--- config.mk ---
export PLATFORM = sky130hd
export DESIGN_NAME = divider_core
export DESIGN_NICKNAME = d
export VERILOG_FILES = /design/src/rtl/divider_core.sv
export SDC_FILE = /design/constraint.sdc
export NUM_CORES = 1
export LEC_CHECK = 0
export BUFFER_PORTS_ARGS = -buffer_cell sky130_fd_sc_hd__buf_2
export CORE_MARGIN = 1.5
export CORE_UTILIZATION = 30
export CTS_CLUSTER_DIAMETER = 30
export DETAILED_ROUTE_END_ITERATION = 6
export SLEW_MARGIN = 10
export SYNTH_ARGS = -nofsm -noshare
export SYNTH_HDL_FRONTEND = slang
export SYNTH_SLANG_ARGS = --single-unit
--- constraint.sdc ---
create_clock -name clock -period 9.6 [get_ports clock]
set_input_delay 1.44 -clock clock [delete_from_list [all_inputs] [get_ports clock]]
set_output_delay 1.44 -clock clock [all_outputs]
set_load 0.01 [all_outputs]
--- src/rtl/divider_core.sv ---
// -----------------------------------------------------------------------------
// divider_core
//   Multi-cycle integer divider for the execute stage (DIV / DIVU).
//   Radix-2 restoring division. It produces one quotient bit per clock, so a
//   division takes WIDTH iterations. Signed operands are reduced to
//   magnitudes, divided as unsigned values, and the signs are restored on the
//   last iteration. The results are held until the next division completes.
//
// Ports
//   clock   in   1      rising-edge clock
//   reset   in   1      synchronous active-high reset
//   a       in   WIDTH  dividend, captured when a division starts
//   b       in   WIDTH  divisor, captured when a division starts
//   start   in   1      level-sampled request, honoured only while idle
//   symbol  in   1      1 = signed (two's complement), 0 = unsigned
//   busy    out  1      high while a division is in progress
//   q       out  WIDTH  quotient (registered)
//   r       out  WIDTH  remainder (registered)
// -----------------------------------------------------------------------------
module divider_core #(
    parameter int WIDTH = 32
) (
    input  logic             clock,
    input  logic             reset,
    input  logic [WIDTH-1:0] a,
    input  logic [WIDTH-1:0] b,
    input  logic             start,
    input  logic             symbol,
    output logic             busy,
    output logic [WIDTH-1:0] q,
    output logic [WIDTH-1:0] r
);

    // Counter wide enough to hold WIDTH-1 for any WIDTH >= 2.
    localparam int CNT_W = $clog2(WIDTH + 1);

    localparam logic [CNT_W-1:0] CNT_LAST = CNT_W'(WIDTH - 1);
    localparam logic [CNT_W-1:0] CNT_ZERO = {CNT_W{1'b0}};
    localparam logic [CNT_W-1:0] CNT_ONE  = {{(CNT_W-1){1'b0}}, 1'b1};
    localparam logic [WIDTH-1:0] VAL_ZERO = {WIDTH{1'b0}};
    localparam logic [WIDTH-1:0] VAL_ONE  = {{(WIDTH-1){1'b0}}, 1'b1};
    localparam logic [WIDTH-1:0] VAL_ONES = {WIDTH{1'b1}};

    typedef enum logic [0:0] {
        ST_IDLE = 1'b0,
        ST_RUN  = 1'b1
    } state_t;

    // Two's complement negation.
    function automatic logic [WIDTH-1:0] negate(input logic [WIDTH-1:0] v);
        return (~v) + VAL_ONE;
    endfunction

    // Magnitude of an operand. In unsigned mode the operand is returned as is.
    // The most negative value maps onto its own bit pattern, and that pattern
    // is read as an unsigned magnitude, so the magnitude path cannot overflow.
    function automatic logic [WIDTH-1:0] magnitude(input logic [WIDTH-1:0] v,
                                                   input logic             is_signed);
        logic [WIDTH-1:0] m;
        if (is_signed && v[WIDTH-1]) begin
            m = negate(v);
        end else begin
            m = v;
        end
        return m;
    endfunction

    // Registers
    state_t           state_q,    state_d;
    logic [CNT_W-1:0] cnt_q,      cnt_d;
    logic             busy_q,     busy_d;
    logic [WIDTH-1:0] dvs_q,      dvs_d;      // divisor magnitude
    logic [WIDTH-1:0] dvd_q,      dvd_d;      // dividend bits out, quotient bits in
    logic [WIDTH-1:0] rem_q,      rem_d;      // partial remainder
    logic             neg_quo_q,  neg_quo_d;  // quotient must be negated
    logic             neg_rem_q,  neg_rem_d;  // remainder must be negated
    logic             div_zero_q, div_zero_d; // captured divisor was zero
    logic [WIDTH-1:0] a_raw_q,    a_raw_d;    // raw dividend, returned on divide by zero
    logic [WIDTH-1:0] quo_q,      quo_d;      // published quotient
    logic [WIDTH-1:0] rmd_q,      rmd_d;      // published remainder

    // One restoring step.
    logic [WIDTH:0]   rem_shift_s;
    logic [WIDTH:0]   trial_s;
    logic             trial_ok_s;
    logic [WIDTH-1:0] rem_step_s;
    logic [WIDTH-1:0] dvd_step_s;

    // One restoring-division step: shift {rem, dividend} left by one bit,
    // then try to subtract the divisor.
    always_comb begin
        rem_shift_s = {rem_q, dvd_q[WIDTH-1]};
        trial_s     = rem_shift_s - {1'b0, dvs_q};
        // The extra top bit of the trial difference is its sign.
        trial_ok_s  = ~trial_s[WIDTH];
        if (trial_ok_s) begin
            rem_step_s = trial_s[WIDTH-1:0];
        end else begin
            rem_step_s = rem_shift_s[WIDTH-1:0];
        end
        dvd_step_s  = {dvd_q[WIDTH-2:0], trial_ok_s};
    end

    // Next-state logic: operand capture, iteration and result write-back.
    always_comb begin
        state_d    = state_q;
        cnt_d      = cnt_q;
        busy_d     = busy_q;
        dvs_d      = dvs_q;
        dvd_d      = dvd_q;
        rem_d      = rem_q;
        neg_quo_d  = neg_quo_q;
        neg_rem_d  = neg_rem_q;
        div_zero_d = div_zero_q;
        a_raw_d    = a_raw_q;
        quo_d      = quo_q;
        rmd_d      = rmd_q;

        case (state_q)
            ST_IDLE: begin
                if (start) begin
                    // Capture everything now. The inputs may change freely
                    // while the division runs.
                    dvd_d      = magnitude(a, symbol);
                    dvs_d      = magnitude(b, symbol);
                    rem_d      = VAL_ZERO;
                    neg_quo_d  = symbol & (a[WIDTH-1] ^ b[WIDTH-1]);
                    neg_rem_d  = symbol & a[WIDTH-1];
                    div_zero_d = (b == VAL_ZERO);
                    a_raw_d    = a;
                    cnt_d      = CNT_ZERO;
                    busy_d     = 1'b1;
                    state_d    = ST_RUN;
                end else begin
                    busy_d  = 1'b0;
                    state_d = ST_IDLE;
                end
            end

            ST_RUN: begin
                rem_d = rem_step_s;
                dvd_d = dvd_step_s;
                if (cnt_q == CNT_LAST) begin
                    // Final step: restore the signs and publish the results.
                    // The published q and r are not cleared when a division
                    // starts; they change only here.
                    if (div_zero_q) begin
                        quo_d = VAL_ONES;
                        rmd_d = a_raw_q;
                    end else begin
                        if (neg_quo_q) begin
                            quo_d = negate(dvd_step_s);
                        end else begin
                            quo_d = dvd_step_s;
                        end
                        if (neg_rem_q) begin
                            rmd_d = negate(rem_step_s);
                        end else begin
                            rmd_d = rem_step_s;
                        end
                    end
                    cnt_d   = CNT_ZERO;
                    busy_d  = 1'b0;
                    state_d = ST_IDLE;
                end else begin
                    cnt_d = cnt_q + CNT_ONE;
                end
            end

            default: begin
                cnt_d   = CNT_ZERO;
                busy_d  = 1'b0;
                state_d = ST_IDLE;
            end
        endcase
    end

    // State registers. A reset aborts any division in progress and clears
    // the published results.
    always_ff @(posedge clock) begin
        if (reset) begin
            state_q    <= ST_IDLE;
            cnt_q      <= CNT_ZERO;
            busy_q     <= 1'b0;
            dvs_q      <= VAL_ZERO;
            dvd_q      <= VAL_ZERO;
            rem_q      <= VAL_ZERO;
            neg_quo_q  <= 1'b0;
            neg_rem_q  <= 1'b0;
            div_zero_q <= 1'b0;
            a_raw_q    <= VAL_ZERO;
            quo_q      <= VAL_ZERO;
            rmd_q      <= VAL_ZERO;
        end else begin
            state_q    <= state_d;
            cnt_q      <= cnt_d;
            busy_q     <= busy_d;
            dvs_q      <= dvs_d;
            dvd_q      <= dvd_d;
            rem_q      <= rem_d;
            neg_quo_q  <= neg_quo_d;
            neg_rem_q  <= neg_rem_d;
            div_zero_q <= div_zero_d;
            a_raw_q    <= a_raw_d;
            quo_q      <= quo_d;
            rmd_q      <= rmd_d;
        end
    end

    assign busy = busy_q;
    assign q    = quo_q;
    assign r    = rmd_q;

endmodule

==> run summary, run 1 <==
The amount of wire on met3 after detailed routing was 2860 um. The run gives 0 as the hold violation count in the final report. For this run, the leading register cell type out of synthesis is dfxtp_1. Setup slack on the worst reg-to-reg path comes out at 4.06 ns. The tools report the number of CTS-inserted buffers as 57.

The final worst-path cycle share is 0.577, and the per-cell via count in the routed design is 5.41. The largest net degree at the start of global routing was 86. The number of port buffers was 132. The worst-case vdd ir drop was 0.323 mV. Classification of the worst-slack hold path: reg -> reg.

The total global-route track usage came out at 0.199. Fill cells in the final layout number 4481. The die area was 45300 um^2; the leakage component of the power was 6.76 nW.

The Yosys step of the flow raised 0 warnings. For the worst setup path, the data required time is 10.08 ns. Setup repair after global routing left no endpoint under its margin. The first global-routing pass estimated 71300 um of wire. The critical path goes through inv_1 > ha_1 > fa_1 > nor2b_1 > o31a_1 > o21ai_2 > a2111oi_4 > o21a_1 > nor2_4 > inv_1 > nor2_1 > a21oi_1 > ha_1 > nand4b_1 > o41ai_1 > nand3_1 > o31ai_1 > xnor2_1 > a221oi_1.

The run gives 13630 as the total via count after detailed routing. Static timing analysis puts the maximum clock frequency at 180 MHz. The starting density of the core came out at 0.305. The number of nets produced by synthesis is 1897. The number of maximum-capacitance constraint violations came out at 0.

The count of nets left with antenna violations once routing finished came out at 0. The mean cell area of the mapped netlist came out at 7.38 um^2. In the layout the commonest cells are 226 x nand2_1, 205 x a21oi_1, 203 x nor2_1. In this run the critical register-to-register path is launched from dvd_q[31]. Registers take 4070 um^2. Counting flops and latches in the post-synthesis netlist gives 203. Post-route worst setup slack: 4.06 ns. CTS placed an instance of clkbuf_16 at the clock tree root. The max-slew violation count came out at 0. The worst path needs 5.54 ns of the cycle, external delays included. The register clock-pin slew on the reported worst setup and hold paths is 0.05 ns, and the post-route DRC violation count is 0. For this run, the post-layout net count is 1993. TritonCTS built the clock tree.

After clock tree synthesis, the repair step resized 0 gates. The number of enable flip-flop cells after synthesis works out to 0. Critical path start-end classification: reg -> reg. The logs give 0 ns for the sum of negative setup slack and 80 for the number of library cell types mapped by synthesis.

The via count of the first global-routing pass is 13004, and the placed wire-length estimate is 33100 um. For this design, the sink count on the clock tree is 203. The logs give 0.308 for the post-synthesis sequential area ratio and 0.916 for the final weighted congestion in routability-driven placement.

The areal power density over the cells came out at 448 nW/um^2. For the maximum clock path buffer count, the log shows 3. The finished layout holds 2520 standard cells, fillers aside. Area growth from synthesis to layout: 24.5%. The run gives 76 as the floorplan row count. Of all nets on the critical path, the largest fanout is 11.

The flow ran to the end, and the final reports show no timing, DRC or antenna violations. The first TritonRoute pass finished after 6 iterations. The largest total area in the synthesized netlist belongs to dfxtp_1. For this run, the slowest stage of the critical path takes 0.95 ns. After detailed routing, the wire length on met1 is 20700 um.

133 I/O pins were placed. The tools report the total chip power as 7.37 mW. Setup violations remaining at the end of the flow were counted as 0. CTS built an H-tree with a depth of 2.

STA classifies the critical path endpoint as a flop. The fraction of final layout cells with drive strength greater than 1 works out to 0.153. In the post-synthesis netlist, the biggest area contributors are dfxtp_1 31%, a21oi_1 7.8%, nand2_1 6.4%. In this run the critical register-to-register path is captured at r[28]. In the final routed layout, each cell accounts on average for 18.1 um. The launching element type of the critical path is a flop. The number of antenna violations at the first check in global routing was 0. The cell depth of the worst flop-to-flop path works out to 19.

The worst setup skew after layout was 0.0278 ns. The logs give 1049 for the number of DRC markers after the initial detailed-route iteration and 2413 for the cell count after placement. Wire segments on met2 add up to 20800 um in the final route. In this run the standard cell core region covers 43300 um^2.

The number of diodes added for antenna fixing was 0; the combined area of the multi-input logic cells was 8480 um^2. For this design, the slowest cell found on the critical path is o41ai_1. The start point of the critical path was dvd_q[31]. At the worst endpoint, the arrival time is 6.03 ns.

The later pin in the worst-skew pair is clocked with a latency of 0.58 ns. For this design, the CTS-stage hold fixing added 0 buffers. The share of synthesized flip-flops with an asynchronous set or reset came out at 0.

Wires add up to 45600 um. Global routing finished with a remaining overflow of 0. The top cell type's share of synthesized area came out at 0.308. The run gives 13200 um^2 as the post-synthesis cell area.

The most common library cell in the layout ignoring fill and taps was nand2_1. The uppermost layer routed was met4. The tools report the tightest slew margin relative to the limit as 0.239. Timing analysis after detailed placement gives a worst setup slack of 4.20 ns. The run gives 0 as the number of post-CTS setup repair buffers. In this run the worst setup path terminates at r[28]. For the pin with the worst max-slew slack, the measured transition is 1.13 ns. The die is 213 um wide. Die boundary height: 213 um.

The number of instances in the synthesized netlist came out at 1791.
==> routing by layer <==
| layer | global-route usage | vias to the layer above |
|---|---|---|
| met5 | 0 | - |
| met4 | 0.0655 | 0 |
| met3 | 0.0359 | 85 |
| met2 | 0.321 | 427 |
| met1 | 0.267 | 6439 |
| li1 | - | 6679 |
==> report_power, final <==
| group | total (mW) | switching, mW | internal [mW] |
|---|---|---|---|
| combinational | 4.30 | 2.80 | 1.50 |
| sequential | 1.05 | 0.114 | 0.933 |
| clock | 2.02 | 0.581 | 1.44 |
==> synthesized netlist by cell type, types with 5 or more instances <==
library cell / count
nor3_1: 48
a211oi_1: 59
o2111ai_1: 6
nor2_1: 206
nor4_1: 15
a311oi_1: 14
a2111oi_0: 7
or3_1: 24
o31ai_1: 26
o211a_1: 16
a21oi_1: 205
dfxtp_1: 203
and2_1: 18
o211ai_1: 18
nand2_1: 226
xor2_1: 60
mux2_2: 6
nand2b_1: 9
buf_1: 9
o41ai_1: 12
and4_1: 6
o21ai_0: 109
nand3b_1: 6
inv_1: 63
buf_2: 7
nor2b_1: 5
and3_1: 33
or4_1: 9
xnor2_1: 55
a211o_1: 8
clkbuf_1: 101
a221oi_1: 6
o21a_1: 11
a21o_1: 9
o22ai_1: 8
a31oi_1: 17
mux2i_1: 12
ha_1: 37
nand3_1: 23
o21ai_1: 7
==> registers in the layout, summed over array words and instances, names as in the netlist, 6 cells and up <==
name / flops
a_raw_q: 32
dvd_q: 32
dvs_q: 32
q: 32
r: 32
rem_q: 32
cnt_q: 6
==> cells by family after synthesis <==
kind of cell               count (synthesis)  synth area share
xor gates and xnor gates                 115            0.0763
muxes                                     18            0.0142
AOI/OAI and AO/OA                        581             0.286
adders and majority gates                 38            0.0366
and+or+nand+nor                          654             0.227
buffers and inverters                    182            0.0524
DFF                                      203             0.308
==> through the flow <==
step	hold slack [ns]	utilization	cell area, um^2
floorplan	0.431	-	13200
global placement	0.441	0.332	14300
detailed placement	0.445	0.332	14300
CTS	0.451	0.380	16400
global route	0.475	0.380	16400
finish	0.449	0.380	16400
==> worst min-delay path by stage <==
| stage | cells past startpoint | startpoint | slack [ns] | endpoint |
|---|---|---|---|---|
| floorplan | 2 | a_raw_q[4] | 0.43 | a_raw_q[4] |
| global placement | 2 | a_raw_q[1] | 0.44 | a_raw_q[1] |
| detailed placement | 2 | a_raw_q[4] | 0.45 | a_raw_q[4] |
| CTS | 2 | a_raw_q[4] | 0.45 | a_raw_q[4] |
| global route | 2 | r[1] | 0.48 | r[1] |
| finish | 2 | a_raw_q[4] | 0.45 | a_raw_q[4] |
==> worst max-delay path: cells and delay by family (launching register included) <==
kind,cells,cell delay [ns]
compound gates,8,2.96
xor+xnor,1,0.10
fa+ha+maj,3,1.00
buf+inv,2,0.20
flops,1,0.38
simple gates,5,0.81
==> final cells by class <==
class,instances,share of cell area
repair buffers,154,0.0504
multi-input cells,1406,0.515
well taps,585,0.0445
clock inverters,28,0.0237
clock buffers,79,0.104
inverters,65,0.0148
flip-flops and latches,203,0.247
Power figures use the tool's default switching activity.
==> run 2, diff against run 1 <==
Settings changed: ABC_AREA set to 1.
Clock period 9.6 ns to 5.5 ns, I/O delays scaled along.
==> run summary, run 2 <==
The library cell used most frequently in the layout, excluding fill and tap cells, is nand2_1. The run finished with clean final reports. The post-detailed-routing wire length was 49500 um; the area growth from synthesis to layout was 21.8%. By startpoint and endpoint, the worst setup path is classified as reg -> reg. The cell sitting at the root of the clock tree is a clkbuf_16. CTS saw 203 sinks. Across the routed clock network, the largest skew measured is 0.0195 ns. Data on the critical path is required at its endpoint by 5.97 ns. Yosys mapped a number of flops with a built-in enable equal to 0.

The portion of total power attributed to combinational logic was 0.187. TritonCTS built the clock tree. The run gives 14920 as the total via count after detailed routing. The total number of H-tree levels came out at 2.

Static timing analysis puts the maximum clock frequency at 226 MHz. Counting I/O delays and the setup requirement, the final critical path takes 4.42 ns. The run gives 0.445 ns as the worst hold slack across all endpoints. In this run the core area contains 78 standard-cell rows.

The largest individual stage delay along the critical path comes from the cell fa_1. The maximum clock path buffer count was 3; the detailed-router iteration count before antenna repair was 6. The per-cell via count in the routed design came out at 5.02. The internal power of the cells totals 4.08 mW. The clock group share of total power was 0.544; the areal power density over the cells was 350 nW/um^2. After detailed routing, the met2 layer carries 21800 um of wire. The fraction of the mapped netlist area in simple logic gates came out at 0.335. The most repeated library cell on the critical path is nand2_1. The number of post-CTS setup repair buffers was 0.

The area fraction in compound gates after synthesis was 0.183. A synthesized cell averages 6.24 um^2. Cell with the most instances after synthesis: nand2_1. Clock latency on the worst-skew pair, taken at its later pin, is 0.59 ns. The logs give 54 for the number of library cell types mapped by synthesis and 133 for the number of placed I/O pins. The tightest slew margin relative to the limit is 0.373. The fraction of final layout cells with drive strength greater than 1 works out to 0.129. Setup repair after global routing left no endpoint under its margin.

The top cell type's share of synthesized area came out at 0.293. Via count of the first global-routing pass: 14078. The fraction of synthesized area in multiplexers works out to 0.

The total overflow reported by the global router is 0. The tightest min-delay check is of the reg -> reg type. Endpoint arrival time on the critical path: 4.89 ns.

The logs give 45500 um^2 for the area inside the core boundary and 0 for the final setup violation count. The number of antenna violations at the first check in global routing was 1. Summing every instance area after synthesis gives 13900 um^2.

Amount of wire on met3 after detailed routing: 3000 um. The post-synthesis share of cell area spent on full adders, half adders and majority gates works out to 0.0348. The share of total power consumed by net switching works out to 0.310. Along the worst path, the maximum fanout reaches 7. The worst-case IR drop observed on VDD is 0.241 mV.

Among all flip-flop cells after synthesis, the most frequent one is dfxtp_1. In this run, the number of DRC markers left after iteration 0 of detailed routing was 1099. Buffers inserted during clock tree synthesis total 54. For the post-synthesis sequential area ratio, the log shows 0.293.

After synthesis, the largest family of logic cells by area is simple AND/OR/NAND/NOR gates. After clock tree synthesis, the repair step resized 0 gates. The final weighted congestion in routability-driven placement is 0.905, and the final worst-path cycle share is 0.803.

For this run, the number of Yosys warnings is 0. The run gives 0 as the count of hold-fix buffers inserted at cts. After detailed routing, the number of remaining DRC violations is 0. The width of the die works out to 218 um.

STA classifies the critical path startpoint as a flop. The share of power burned in registers was 0.269. The peak per-stage delay on the critical path works out to 0.40 ns. The run gives 0.207 as the total global-route track usage. The biggest area consumer among synthesized cells is dfxtp_1. The starting density of the core is 0.305. Number of diodes added for antenna fixing: 0.

Summed over all cells, the static leakage comes to 8.48 nW. The uppermost layer routed was met5. Entering global routing, the biggest net connects 77 pins.

The count of antenna-violating nets left after detailed routing was 0. In the layout the commonest cells are 630 x nand2_1, 293 x inv_1, 202 x dfxtp_1. Ranked by total cell area, the synthesized netlist is headed by dfxtp_1 29%, nand2_1 17%, inv_1 8.0%. Synthesis produced 2221 cells. The die covers 47500 um^2. The core occupancy in the finished layout was 0.371. The number of nets in the synthesized netlist is 2327. Port buffering added 132 buffers.

The share of synthesized flip-flops with an asynchronous set or reset is 0. The tools report the hold violation count in the final report as 0. The first-pass GRT wire length was 77400 um. The final-stage net count came out at 2437. Clock-pin slew was measured on the worst setup and hold paths at 0.05 ns. In this run the vertical extent of the chip is 218 um.

The max-slew violation count is 0, and the slew at the pin closest to its max-slew limit is 0.939 ns. The detailed-route wire length per cell is 16.6 um, and the total net switching power is 1.83 mW. Critical path capture point type: a flop.

The sum of negative setup slack is 0 ns, and the detailed-routing wirelength on met1 is 22700 um. The post-synthesis share of cell area spent on xor and xnor gates was 0.0417; the number of maximum-capacitance constraint violations was 0. In this run, synthesis produced a sequential element count of 203.

The commonest cells after synthesis are 631 x nand2_1, 294 x inv_1, 203 x dfxtp_1, 183 x nor2_1, 150 x nand3_1. For the placed wire-length estimate, the log shows 37600 um.
## run 2: changes by cell type after synthesis, sizes merged, moves of 36 or more
cell and delta:
a211oi -36, a21oi -72, inv +241, nand2 +429, nand3 +131
## run 2: per-layer routing
layer / track usage / vias up
met5: 0 / -
met4: 0.0880 / 2
met3: 0.0388 / 108
met2: 0.327 / 411
met1: 0.275 / 6875
li1: - / 7524
## run 2: final cells by class
cell class                 instances  area, um^2
clock buffer                      66        1490
multi-input combinational       1618        8270
tap                              600         751
fill                            5036       28600
clock inverter                    32         387
sequential                       203        4070
timing repair buffer             148         783
inverter                         306        1150
## run 2: critical path, delay by kind of cell (launching register included)
kind | cells | cell delay, ns
compound gates | 4 | 0.65
xor+xnor | 1 | 0.17
fa+ha+maj | 3 | 0.76
buf+inv | 4 | 0.26
flops | 1 | 0.33
simple gates | 17 | 2.12
## run 2: final timing paths
kind	startpoint	endpoint	slack, ns	cells past startpoint
setup / recovery	dvd_q[31]	q[30]	1.08	29
hold / removal	r[29]	r[29]	0.44	2
setup reg to reg	dvd_q[31]	q[30]	1.08	29
hold reg to reg	r[29]	r[29]	0.44	2
## run 2: power groups by stage
stage,Clock [mW],Combinational (mW),Sequential [mW]
finish,3.22,1.10,1.59
global route,3.35,1.25,1.60
CTS,3.27,1.10,1.59
detailed placement,0,1.09,1.62
global placement,0,1.09,1.61
floorplan,0,0.794,1.60
## run 2: cell families (layout without fill, tap and decap cells)
logic type / Yosys count / in the layout
xor gates and xnor gates: 66 / 66
buffers and inverters: 400 / 552
DFF: 203 / 203
adders and majority gates: 38 / 38
AOI/OAI and AO/OA: 426 / 426
and+or+nand+nor: 1088 / 1088
## run 2: through the flow
step,total power [mW],std cells,setup WS (ns),area (um^2)
2_1_floorplan,2.39,2221,1.51,13900
3_3_place_gp,2.71,2875,1.13,15000
3_5_place_dp,2.71,2875,1.13,15000
4_1_cts,5.95,2973,1.10,16900
5_1_grt,6.20,2973,0.601,16900
6_report,5.91,2973,1.08,16900
==> run 3, diff against run 2 <==
Clock period 5.5 ns to 4.5 ns, I/O delays scaled along.
==> run summary, run 3 (same netlist as run 2, synthesis figures left out) <==
Across the run, the number of max-cap violations was 0. In the final routed layout, each cell accounts on average for 17.3 um. The peak clock frequency supported by timing was 249 MHz; the worst-skew pair later-pin latency was 0.62 ns. Areal power density over the cells: 437 nW/um^2. The count of nets left with antenna violations once routing finished came out at 0. The total area inside the core boundary comes to 45500 um^2.

Wire segments on met2 add up to 23400 um in the final route. For the tightest slew margin relative to the limit, the log shows 0.239. After clock tree synthesis, the setup repair step added 0 buffers.

The tree is rooted in a clkbuf_16. After floorplanning, the core was divided into 78 placement rows. The number of clock sinks is 203.

Most common library cell in the layout ignoring fill and taps: nand2_1. Clock-pin slew was measured on the worst setup and hold paths at 0.05 ns. For this run, the number of standard cells in the final layout without fillers is 2983. The endpoint arrival time on the critical path was 4.52 ns; the number of diodes added for antenna fixing was 0. Across the VDD grid, the largest voltage drop is 0.303 mV. Summed over all cells, the static leakage comes to 8.56 nW.

The critical path start-end classification is reg -> reg. The highest fanout seen on the critical path works out to 7. The number of antenna violations at the first check in global routing was 1. The final worst-path cycle share was 0.894.

The area growth from synthesis to layout works out to 23.1%. The run finished with clean final reports. The critical path required time is 5.00 ns.

Number of port buffers: 132. For the post-route DRC violation count, the log shows 0. The run gives 47500 um^2 as the die area. Routed signal wires occupy layers up through met5. For the starting density of the core, the log shows 0.305.

Clock tree synthesis inserted a total of 55 buffers. The first routing iteration left 1275 violations. The die boundary height works out to 218 um. In this run the number of H-tree levels came out at 2.

For the largest net degree at the start of global routing, the log shows 88. The congestion estimate from routability-driven global placement came to 0.926. In the final routing, the length of wire on met1 measures 23900 um.

The total overflow left after global routing is 0. The slew at the pin closest to its max-slew limit was 1.14 ns; the peak per-stage delay on the critical path was 0.41 ns. In this run the worst hold path is classified as in -> reg.

In this run the deepest clock path goes through 3 buffers. During I/O placement, the number of pins put on the boundary was 133. The final setup violation count is 0, and the via count of the first global-routing pass is 14474. Critical path's slowest cell: fa_1. The max-slew violation count is 0. The total global-route track usage came out at 0.218. The width of the die was 218 um. For this design, the CTS-stage hold fixing added 0 buffers. TritonCTS built the clock tree. In the routed layout, each cell is associated on average with a via count of 5.04. The first detailed-routing pass took 5 iterations. The most repeated library cell on the critical path was nand2_1. Wires add up to 51700 um. In the detailed route, the total length drawn on met3 is 3160 um. Hold violation count in the final report: 0. Worst setup skew after layout: 0.0421 ns. The run gives 38900 um as the placed wire-length estimate. Hold timing on the final database bottoms out at a slack of 0.380 ns. The first-pass GRT wire length was 81400 um; the cell count after placement was 2880.

The fraction of final layout cells with drive strength greater than 1 works out to 0.133. The worst setup path is launched from a flop. The final-stage net count came out at 2443. The worst setup path is captured at a flop. The post-layout minimum cycle time is 4.02 ns, and the total chip power is 7.47 mW.

The library cells used most frequently in the layout, excluding fill and tap cells, are 629 x nand2_1, 293 x inv_1, 202 x dfxtp_1. Detailed routing inserted a total of 15041 vias.
-- run 3: cell types whose count changed in the layout (fill, tap and decap cells not counted), moves of 3 or more --
cell / previous run / this run
clkinv_4: 7 / 0
clkbuf_1: 4 / 10
inv_6: 6 / 0
buf_4: 17 / 22
clkinv_2: 7 / 12
bufinv_16: 6 / 9
-- run 3: path summary, 6_finish.rpt --
kind	startpoint	to	slack, ns	cells past startpoint
hold reg to reg	r[29]	r[29]	0.44	2
setup / recovery	dvd_q[31]	q[30]	0.48	29
hold / removal	a[2]	a_raw_q[2]	0.38	3
setup reg to reg	dvd_q[31]	q[30]	0.48	29
-- run 3: cell type report --
cell class | instances | area, um^2
clock buffers | 74 | 1540
multi-input cells | 1618 | 8310
fillers | 4969 | 28400
repair buffers | 153 | 821
well taps | 600 | 751
flip-flops and latches | 203 | 4070
clock inverters | 29 | 444
inverters | 306 | 1150
-- run 3: stage by stage --
step	setup TNS (ns)	cell area, um^2	worst slack [ns]	utilization
4_1_cts	0	17000	0.0947	0.375
2_1_floorplan	0	13900	0.513	-
5_1_grt	-0.00624	17100	-0.00624	0.375
3_5_place_dp	0	15100	0.148	0.331
3_3_place_gp	0	15100	0.238	0.331
6_report	0	17100	0.479	0.375
-- run 3: layer usage --
metal	vias to the layer above	global-route usage
met2	486	0.351
met1	6940	0.300
met3	75	0.0351
met5	-	0
met4	2	0.0563
li1	7538	-
-- run 3: timing repair --
item	4_1_cts	5_1_grt
gates resized for setup	0	9
setup endpoints to repair	0	3
endpoints found under the hold margin	0	0
-- run 3: power breakdown --
group	internal (mW)	total, mW	switching, mW	leakage [nW]
logic	0.424	1.39	0.970	5.95
clock network	2.89	4.13	1.23	0.959
registers	1.88	1.95	0.0614	1.66
-- run 3: worst max-delay path: cells and delay by family, from the launching register on --
kind                       cells  cell delay, ns
AOI/OAI and AO/OA              4            0.63
adders and majority gates      3            0.78
buffers and inverters          4            0.28
and+or+nand+nor               17            1.75
xor gates and xnor gates       1            0.16
DFF                            1            0.32
